[config.mk]
export PLATFORM = sky130hd
export DESIGN_NAME = isdu
export DESIGN_NICKNAME = d
export VERILOG_FILES = /design/src/rtl/isdu.sv
export SDC_FILE = /design/constraint.sdc
export NUM_CORES = 1
export LEC_CHECK = 0
export ABC_AREA = 1
export BUFFER_PORTS_ARGS = -buffer_cell sky130_fd_sc_hd__buf_4
export CELL_PAD_IN_SITES_DETAIL_PLACEMENT = 1
export CELL_PAD_IN_SITES_GLOBAL_PLACEMENT = 1
export CORE_ASPECT_RATIO = 0.7
export CORE_UTILIZATION = 32
export CTS_BUF_LIST = sky130_fd_sc_hd__clkbuf_4
export DETAILED_ROUTE_END_ITERATION = 7
export PLACE_DENSITY_LB_ADDON = 0.1
export SYNTH_ARGS = -nofsm -noshare
export SYNTH_HDL_FRONTEND = slang
export SYNTH_SLANG_ARGS = --single-unit
[constraint.sdc]
create_clock -name Clk -period 1.8 [get_ports Clk]
set_input_delay 0.36 -clock Clk [delete_from_list [all_inputs] [get_ports Clk]]
set_output_delay 0.36 -clock Clk [all_outputs]
set_load 0.05 [all_outputs]
[src/rtl/isdu.sv]
// LC-3 instruction sequencing and decode: Moore FSM driving datapath loads, gates, muxes and SRAM strobes.
// Latency: fetch 6 cycles; ALU/JMP/BR-not-taken 7, BR-taken/JSR 8, LDR/STR 11 cycles until the next fetch.
// Backpressure: none on the datapath side; PAUSE holds in PauseIR1/PauseIR2 until one Continue press/release.
module isdu (
  input  logic       Clk,
  input  logic       Reset,
  input  logic       Run,
  input  logic       Continue,
  input  logic [3:0] Opcode,
  input  logic       IR_5,
  input  logic       BEN,
  output logic       LD_MAR,
  output logic       LD_MDR,
  output logic       LD_IR,
  output logic       LD_BEN,
  output logic       LD_CC,
  output logic       LD_REG,
  output logic       LD_PC,
  output logic       LD_LED,
  output logic       GatePC,
  output logic       GateMDR,
  output logic       GateALU,
  output logic       GateMARMUX,
  output logic [1:0] PCMUX,
  output logic       DRMUX,
  output logic       SR1MUX,
  output logic       SR2MUX,
  output logic       ADDR1MUX,
  output logic [1:0] ADDR2MUX,
  output logic [1:0] ALUK,
  output logic       MIO_EN,
  output logic       Mem_OE,
  output logic       Mem_WE
);

  typedef enum logic [4:0] {
    HALTED, S_18, S_33_1, S_33_2, S_33_3, S_35, S_32,
    S_01, S_05, S_09, S_00, S_22, S_12, S_04, S_21,
    S_06, S_25_1, S_25_2, S_25_3, S_27,
    S_07, S_23, S_16_1, S_16_2, S_16_3,
    PAUSE_IR1, PAUSE_IR2
  } state_t;

  state_t state, next_state;

  // State register; reset drops straight to Halted so write strobes release without a clock.
  always_ff @(posedge Clk or posedge Reset) begin
    if (Reset) state <= HALTED;
    else       state <= next_state;
  end

  // Next-state decode and per-state control word; everything defaults to inactive.
  always_comb begin
    next_state = state;
    LD_MAR     = 1'b0;
    LD_MDR     = 1'b0;
    LD_IR      = 1'b0;
    LD_BEN     = 1'b0;
    LD_CC      = 1'b0;
    LD_REG     = 1'b0;
    LD_PC      = 1'b0;
    LD_LED     = 1'b0;
    GatePC     = 1'b0;
    GateMDR    = 1'b0;
    GateALU    = 1'b0;
    GateMARMUX = 1'b0;
    PCMUX      = 2'b00;
    DRMUX      = 1'b0;
    SR1MUX     = 1'b0;
    SR2MUX     = 1'b0;
    ADDR1MUX   = 1'b0;
    ADDR2MUX   = 2'b00;
    ALUK       = 2'b00;
    MIO_EN     = 1'b0;
    Mem_OE     = 1'b1;
    Mem_WE     = 1'b1;

    unique case (state)
      HALTED: if (Run) next_state = S_18;
      S_18: begin
        GatePC = 1'b1; LD_MAR = 1'b1; PCMUX = 2'b00; LD_PC = 1'b1;
        next_state = S_33_1;
      end
      S_33_1: begin Mem_OE = 1'b0; MIO_EN = 1'b1; next_state = S_33_2; end
      S_33_2: begin Mem_OE = 1'b0; MIO_EN = 1'b1; next_state = S_33_3; end
      S_33_3: begin Mem_OE = 1'b0; MIO_EN = 1'b1; LD_MDR = 1'b1; next_state = S_35; end
      S_35: begin GateMDR = 1'b1; LD_IR = 1'b1; next_state = S_32; end
      S_32: begin
        LD_BEN = 1'b1;
        case (Opcode)
          4'b0001: next_state = S_01;
          4'b0101: next_state = S_05;
          4'b1001: next_state = S_09;
          4'b0000: next_state = S_00;
          4'b1100: next_state = S_12;
          4'b0100: next_state = S_04;
          4'b0110: next_state = S_06;
          4'b0111: next_state = S_07;
          4'b1101: next_state = PAUSE_IR1;
          default: next_state = S_18;
        endcase
      end
      S_01, S_05, S_09: begin
        SR1MUX = 1'b1; SR2MUX = IR_5; GateALU = 1'b1; DRMUX = 1'b0;
        LD_REG = 1'b1; LD_CC = 1'b1;
        ALUK = (state == S_01) ? 2'b00 : (state == S_05) ? 2'b01 : 2'b10;
        next_state = S_18;
      end
      S_00: next_state = BEN ? S_22 : S_18;
      S_22: begin
        ADDR1MUX = 1'b0; ADDR2MUX = 2'b10; PCMUX = 2'b10; LD_PC = 1'b1;
        next_state = S_18;
      end
      S_12: begin
        SR1MUX = 1'b1; ADDR1MUX = 1'b1; ADDR2MUX = 2'b00; PCMUX = 2'b10; LD_PC = 1'b1;
        next_state = S_18;
      end
      S_04: begin GatePC = 1'b1; DRMUX = 1'b1; LD_REG = 1'b1; next_state = S_21; end
      S_21: begin
        ADDR1MUX = 1'b0; ADDR2MUX = 2'b11; PCMUX = 2'b10; LD_PC = 1'b1;
        next_state = S_18;
      end
      S_06, S_07: begin
        SR1MUX = 1'b1; ADDR1MUX = 1'b1; ADDR2MUX = 2'b01; GateMARMUX = 1'b1; LD_MAR = 1'b1;
        next_state = (state == S_06) ? S_25_1 : S_23;
      end
      S_25_1: begin Mem_OE = 1'b0; MIO_EN = 1'b1; next_state = S_25_2; end
      S_25_2: begin Mem_OE = 1'b0; MIO_EN = 1'b1; next_state = S_25_3; end
      S_25_3: begin Mem_OE = 1'b0; MIO_EN = 1'b1; LD_MDR = 1'b1; next_state = S_27; end
      S_27: begin
        GateMDR = 1'b1; DRMUX = 1'b0; LD_REG = 1'b1; LD_CC = 1'b1;
        next_state = S_18;
      end
      S_23: begin
        SR1MUX = 1'b0; ALUK = 2'b11; GateALU = 1'b1; MIO_EN = 1'b0; LD_MDR = 1'b1;
        next_state = S_16_1;
      end
      S_16_1: begin Mem_WE = 1'b0; next_state = S_16_2; end
      S_16_2: begin Mem_WE = 1'b0; next_state = S_16_3; end
      S_16_3: begin Mem_WE = 1'b0; next_state = S_18; end
      PAUSE_IR1: begin LD_LED = 1'b1; if (Continue) next_state = PAUSE_IR2; end
      PAUSE_IR2: begin LD_LED = 1'b1; if (!Continue) next_state = S_18; end
      default: next_state = HALTED;
    endcase
  end

endmodule

==> results of run 1 <==
==> what timing repair did <==
action	in CTS
buffers inserted	16
pin swaps	9
gates resized for setup	49
gates cloned	0
endpoints found under the setup margin	23
==> through the flow <==
step,setup WS (ns),TNS (ns)
4_1_cts,-0.141,-1.66
3_5_place_dp,-0.0627,-0.106
3_3_place_gp,0.0244,0
2_1_floorplan,-0.279,-0.352
==> cells by family after synthesis <==
| kind of cell | share of synthesized area, % |
|---|---|
| other | 0.424 |
| AOI/OAI and AO/OA | 11.3 |
| DFF | 14.1 |
| and+or+nand+nor | 61.1 |
| buffers and inverters | 13.0 |
==> cells in the mapped netlist <==
cell type,count
nand2_4,1
buf_4,2
or2_4,1
nor2_2,9
nand4_1,3
nand2_2,3
o21ai_2,1
clkbuf_8,1
inv_2,4
nand2_1,53
a22oi_2,1
a31oi_1,1
nand3_1,14
nor2_1,22
and2_1,1
o21bai_1,1
inv_1,19
nor2_4,4
nand3b_1,1
conb_1,1
dfrtp_1,5
a21oi_1,2
o21ai_0,8
nand3_2,1
o22ai_1,1
a21oi_2,1
nor4_1,1
==> results.yml, run 1 <==
yosys:
  ys_ff_latch: 5
  syn-cell-area_sq_um: 885
  synth.area.top_cells: "nand2_1 22%, dfrtp_1 14%, nor2_1 9.3%"
  syn-num-nets: 172
  synth-warning-count: 0
  synth_top_cell_area_share_pct: 22.5
  yosysTopAreaCell: "nand2_1"
  syn_avg_cell_area_sq_um: 5.46
  synth.distinct_cells: 27
  synth_cells: 162
  synth-seq-area-share_pct: 14.1
clock_tree:
  numCtsBuffers: 3
  htree_levels: 1
  clkSinkCount: 5
  cts_hold_buf: 0
  clockBufferDepth: 2
  clockRootBuffer: "clkbuf_4"
timing:
  grt-worst-endpoint: "LD_MDR"
  endpoint_type: "primary output"
outcome:
  failed_stage: "global routing"
  stop_error: "[ERROR DPL-0033] detailed placement checks failed during check placement."
  status: "stopped before the end"
global_route:
  antenna_found_initial: 0
  grt_max_degree: 11
floorplan:
  io_pins: 35
  start_util_pct: 34.9
  dieWidth_um: 64.8
  rows: 15
  die_y_um: 46.0
place:
  io_buffers: 33
  post-dp-hpwl_mm: 2.90
  place_area_sq_um: 1260
  numPlacedInstances: 235
  gp_congestion: 0.928
==> run 2: changes to the inputs <==
==> config.mk (replaced) <==
export PLATFORM = sky130hd
export DESIGN_NAME = isdu
export DESIGN_NICKNAME = d
export VERILOG_FILES = /design/src/rtl/isdu.sv
export SDC_FILE = /design/constraint.sdc
export NUM_CORES = 1
export LEC_CHECK = 0
export ABC_AREA = 1
export BUFFER_PORTS_ARGS = -buffer_cell sky130_fd_sc_hd__buf_4
export CORE_AREA = 2 2 63 65
export DETAILED_ROUTE_END_ITERATION = 7
export DIE_AREA = 0 0 65 67
export PLACE_DENSITY_LB_ADDON = 0.15
export SYNTH_ARGS = -nofsm -noshare
export SYNTH_HDL_FRONTEND = slang
export SYNTH_SLANG_ARGS = --single-unit
==> run 2 against run 1 <==
  * The flow now finishes, with violations (setup timing)
  * Area after synthesis did not move
  * Synthesized cell count did not move
==> results.yml, run 2 <==
critical_path:
  cp_cell_sequence: "nor2_4, nand3_2, nand2_1, nor2_2, nand4_1, inv_4, buf_8"
  cp-start-kind: "register"
  crit_buf_inv: 2
  worstSetupPathType: "reg -> out"
  crit_required_ns: 1.44
  reg2reg_from: "state[0]"
  end_kind: "output pin"
  cpMaxStageDelayCell: "dfrtp_2"
  critical_path.top_delay_family: "simple AND/OR/NAND/NOR gates"
  crit_arrival_ns: 1.56
  reg2reg_setup_slack_ns: 0.23
  worst-path-max-fanout: 7
  slowest_delay_ns: 0.49
  rr_worst_depth: 11
  reg2reg_to: "state[1]"
yosys:
  synth-seq-area-share_pct: 14.1
  synth_top_flop_cell: "dfrtp_1"
  yosysTopAreaCell: "nand2_1"
  synth.distinct_cells: 27
  syn-num-nets: 172
  synth.area.top_cells: "nand2_1 22%, dfrtp_1 14%, nor2_1 9.3%"
  syn-cell-area_sq_um: 885
  synthTopCellsByCount: "53 x nand2_1, 22 x nor2_1, 19 x inv_1"
  ys_ff_latch: 5
  synth_cells: 162
  synth_top_cell_area_share_pct: 22.5
  synth-warning-count: 0
  syn_avg_cell_area_sq_um: 5.46
  async_reset_ff_share_pct: 100
  post-synth-top-count-cell: "nand2_1"
  synth_edf_count: 0
floorplan:
  die_y_um: 67
  io_pins: 35
  die_area_sq_um: 4360
  dieWidth_um: 65
  rows: 22
  start_util_pct: 24.5
  coreArea_sq_um: 3610
timing:
  timing.final.hold_violations: 0
  post-route-min-period_ns: 1.92
  setup_viol: 17
  fin_crit_sh_pct: 107
  rsz0062_at_grt: "true"
  drv_slew: 0
  finalClockSkew_ns: 0.000812
  worst_slack_ns: -0.120
  fmax_ghz: 0.521
global_route:
  grt-ovfl-total: 0
  grt_pass1_wl_mm: 5.04
  grt_pass1_vias: 1179
  grt_max_degree: 11
  antenna_found_initial: 0
  grt_usage_pct: 14.4
final_layout:
  drive_gt1_share_pct: 57.1
  n_antenna_cell: 0
  finalNonFillerCells: 267
  synthToLayoutAreaGrowth_pct: 92.1
  fillers: 378
  final_common_cell: "nand2_1"
  largest_reg_flops: 5
  utilization_pct: 47.1
  final_cell_mix: "41 x nand2_1, 28 x buf_4, 25 x buf_6, 16 x nor2_4, 14 x inv_1"
  finish.net_count: 230
  top_regs: "state (5)"
  top_register: "state"
drt:
  drt-initial-drc-count: 46
  postRouteAntennaNets: 0
  dr.pass1.iters: 4
  wl_per_cell_um: 11.3
  wl_mm: 3.01
  post_drt_via_cell_ratio: 4.58
  drc: 0
  via_count: 1223
power_and_ir_drop:
  power_mw: 2.60
  peakVddDrop_v: 0.00155
  p_leak_nw: 0.908
  power_density_nw_per_um2: 1530
clock_tree:
  clockRootBuffer: "clkbuf_8"
  insertion_delay_ns: 0.21
  cts_tree: "built"
  clkSinkCount: 5
  cts_hold_buf: 0
  clk_pin_slew_worst_paths_ns: 0.04
  htree_levels: 1
  clockBufferDepth: 2
  numCtsBuffers: 3
place:
  io_buffers: 33
  dpl_worst_slack_ns: -0.0319
  post-dp-hpwl_mm: 2.43
  numPlacedInstances: 250
  gp_congestion: 0.846
hold_path:
  min_path_type: "in -> async"
flow_run:
  cap_violations: 0
outcome:
  status: "finished, violations left"
  violations: "setup timing"
==> run 2: cell counts after synthesis <==
No cell type changed its count.
==> run 2: per-stage QoR <==
| step | hold WS (ns) | setup TNS, ns | instance area, sq um |
|---|---|---|---|
| CTS | 0.0558 | -0.649 | 1510 |
| global route | 0.0634 | -2.20 | 1700 |
| floorplan | 0.138 | -0.352 | 931 |
| detailed placement | 0.281 | -0.0389 | 1280 |
| finish | 0.0501 | -0.648 | 1700 |
| global placement | 0.279 | 0 | 1280 |
==> run 2: cell type report <==
| type | instances | area [sq um] | share of cell area (%) |
|---|---|---|---|
| Multi-Input combinational cell | 131 | 833 | 49.0 |
| Sequential cell | 5 | 130 | 7.66 |
| Inverter | 23 | 93.8 | 5.52 |
| Clock buffer | 4 | 45.0 | 2.65 |
| Timing Repair Buffer | 56 | 537 | 31.6 |
| Tap cell | 48 | 60.1 | 3.53 |
==> run 2: worst register-to-register path: cells and delay by family (launching register included) <==
family	cells	cell delay (ns)
buffers and inverters	3	0.37
DFF	1	0.46
and+or+nand+nor	8	0.65
==> run 2: cells by family (layout without fill, tap and decap cells) <==
logic type	after synthesis	in the layout	share of synthesized area, %
simple gates	114	114	61.1
buf+inv	26	83	13.0
compound gates	16	16	11.3
flops	5	5	14.1
other cells	1	1	0.424
==> run 2: worst max path at each step <==
stage,end,start,depth (start not counted)
after floorplan,Mem_OE,state[1],7
after global placement,MIO_EN,state[2],6
after detailed placement,MIO_EN,state[2],6
after CTS,SR1MUX,state[0],7
after global routing,Mem_OE,state[2],7
final,Mem_OE,state[2],7
==> run 2: what timing repair did <==
action,in CTS,in global routing
pin swaps,7,10
endpoints found under the setup margin,20,23
buffers inserted,7,6
cloned,0,0
resized for setup,37,42
==> run 2: per-layer routing <==
layer	track usage [%]	share of wire [%]
met1	18.4	41
met2	26.9	52
met3	1.86	5.8
met4	0.798	1.1
met5	0	0
==> run 2: power by group <==
part           internal [mW]  leakage, nW  switching [mW]
registers              0.162       0.0598           0.103
clock network          0.152       0.0228          0.0494
logic                  0.791        0.825            1.34
No activity file was read; power rests on OpenSTA's default activity.
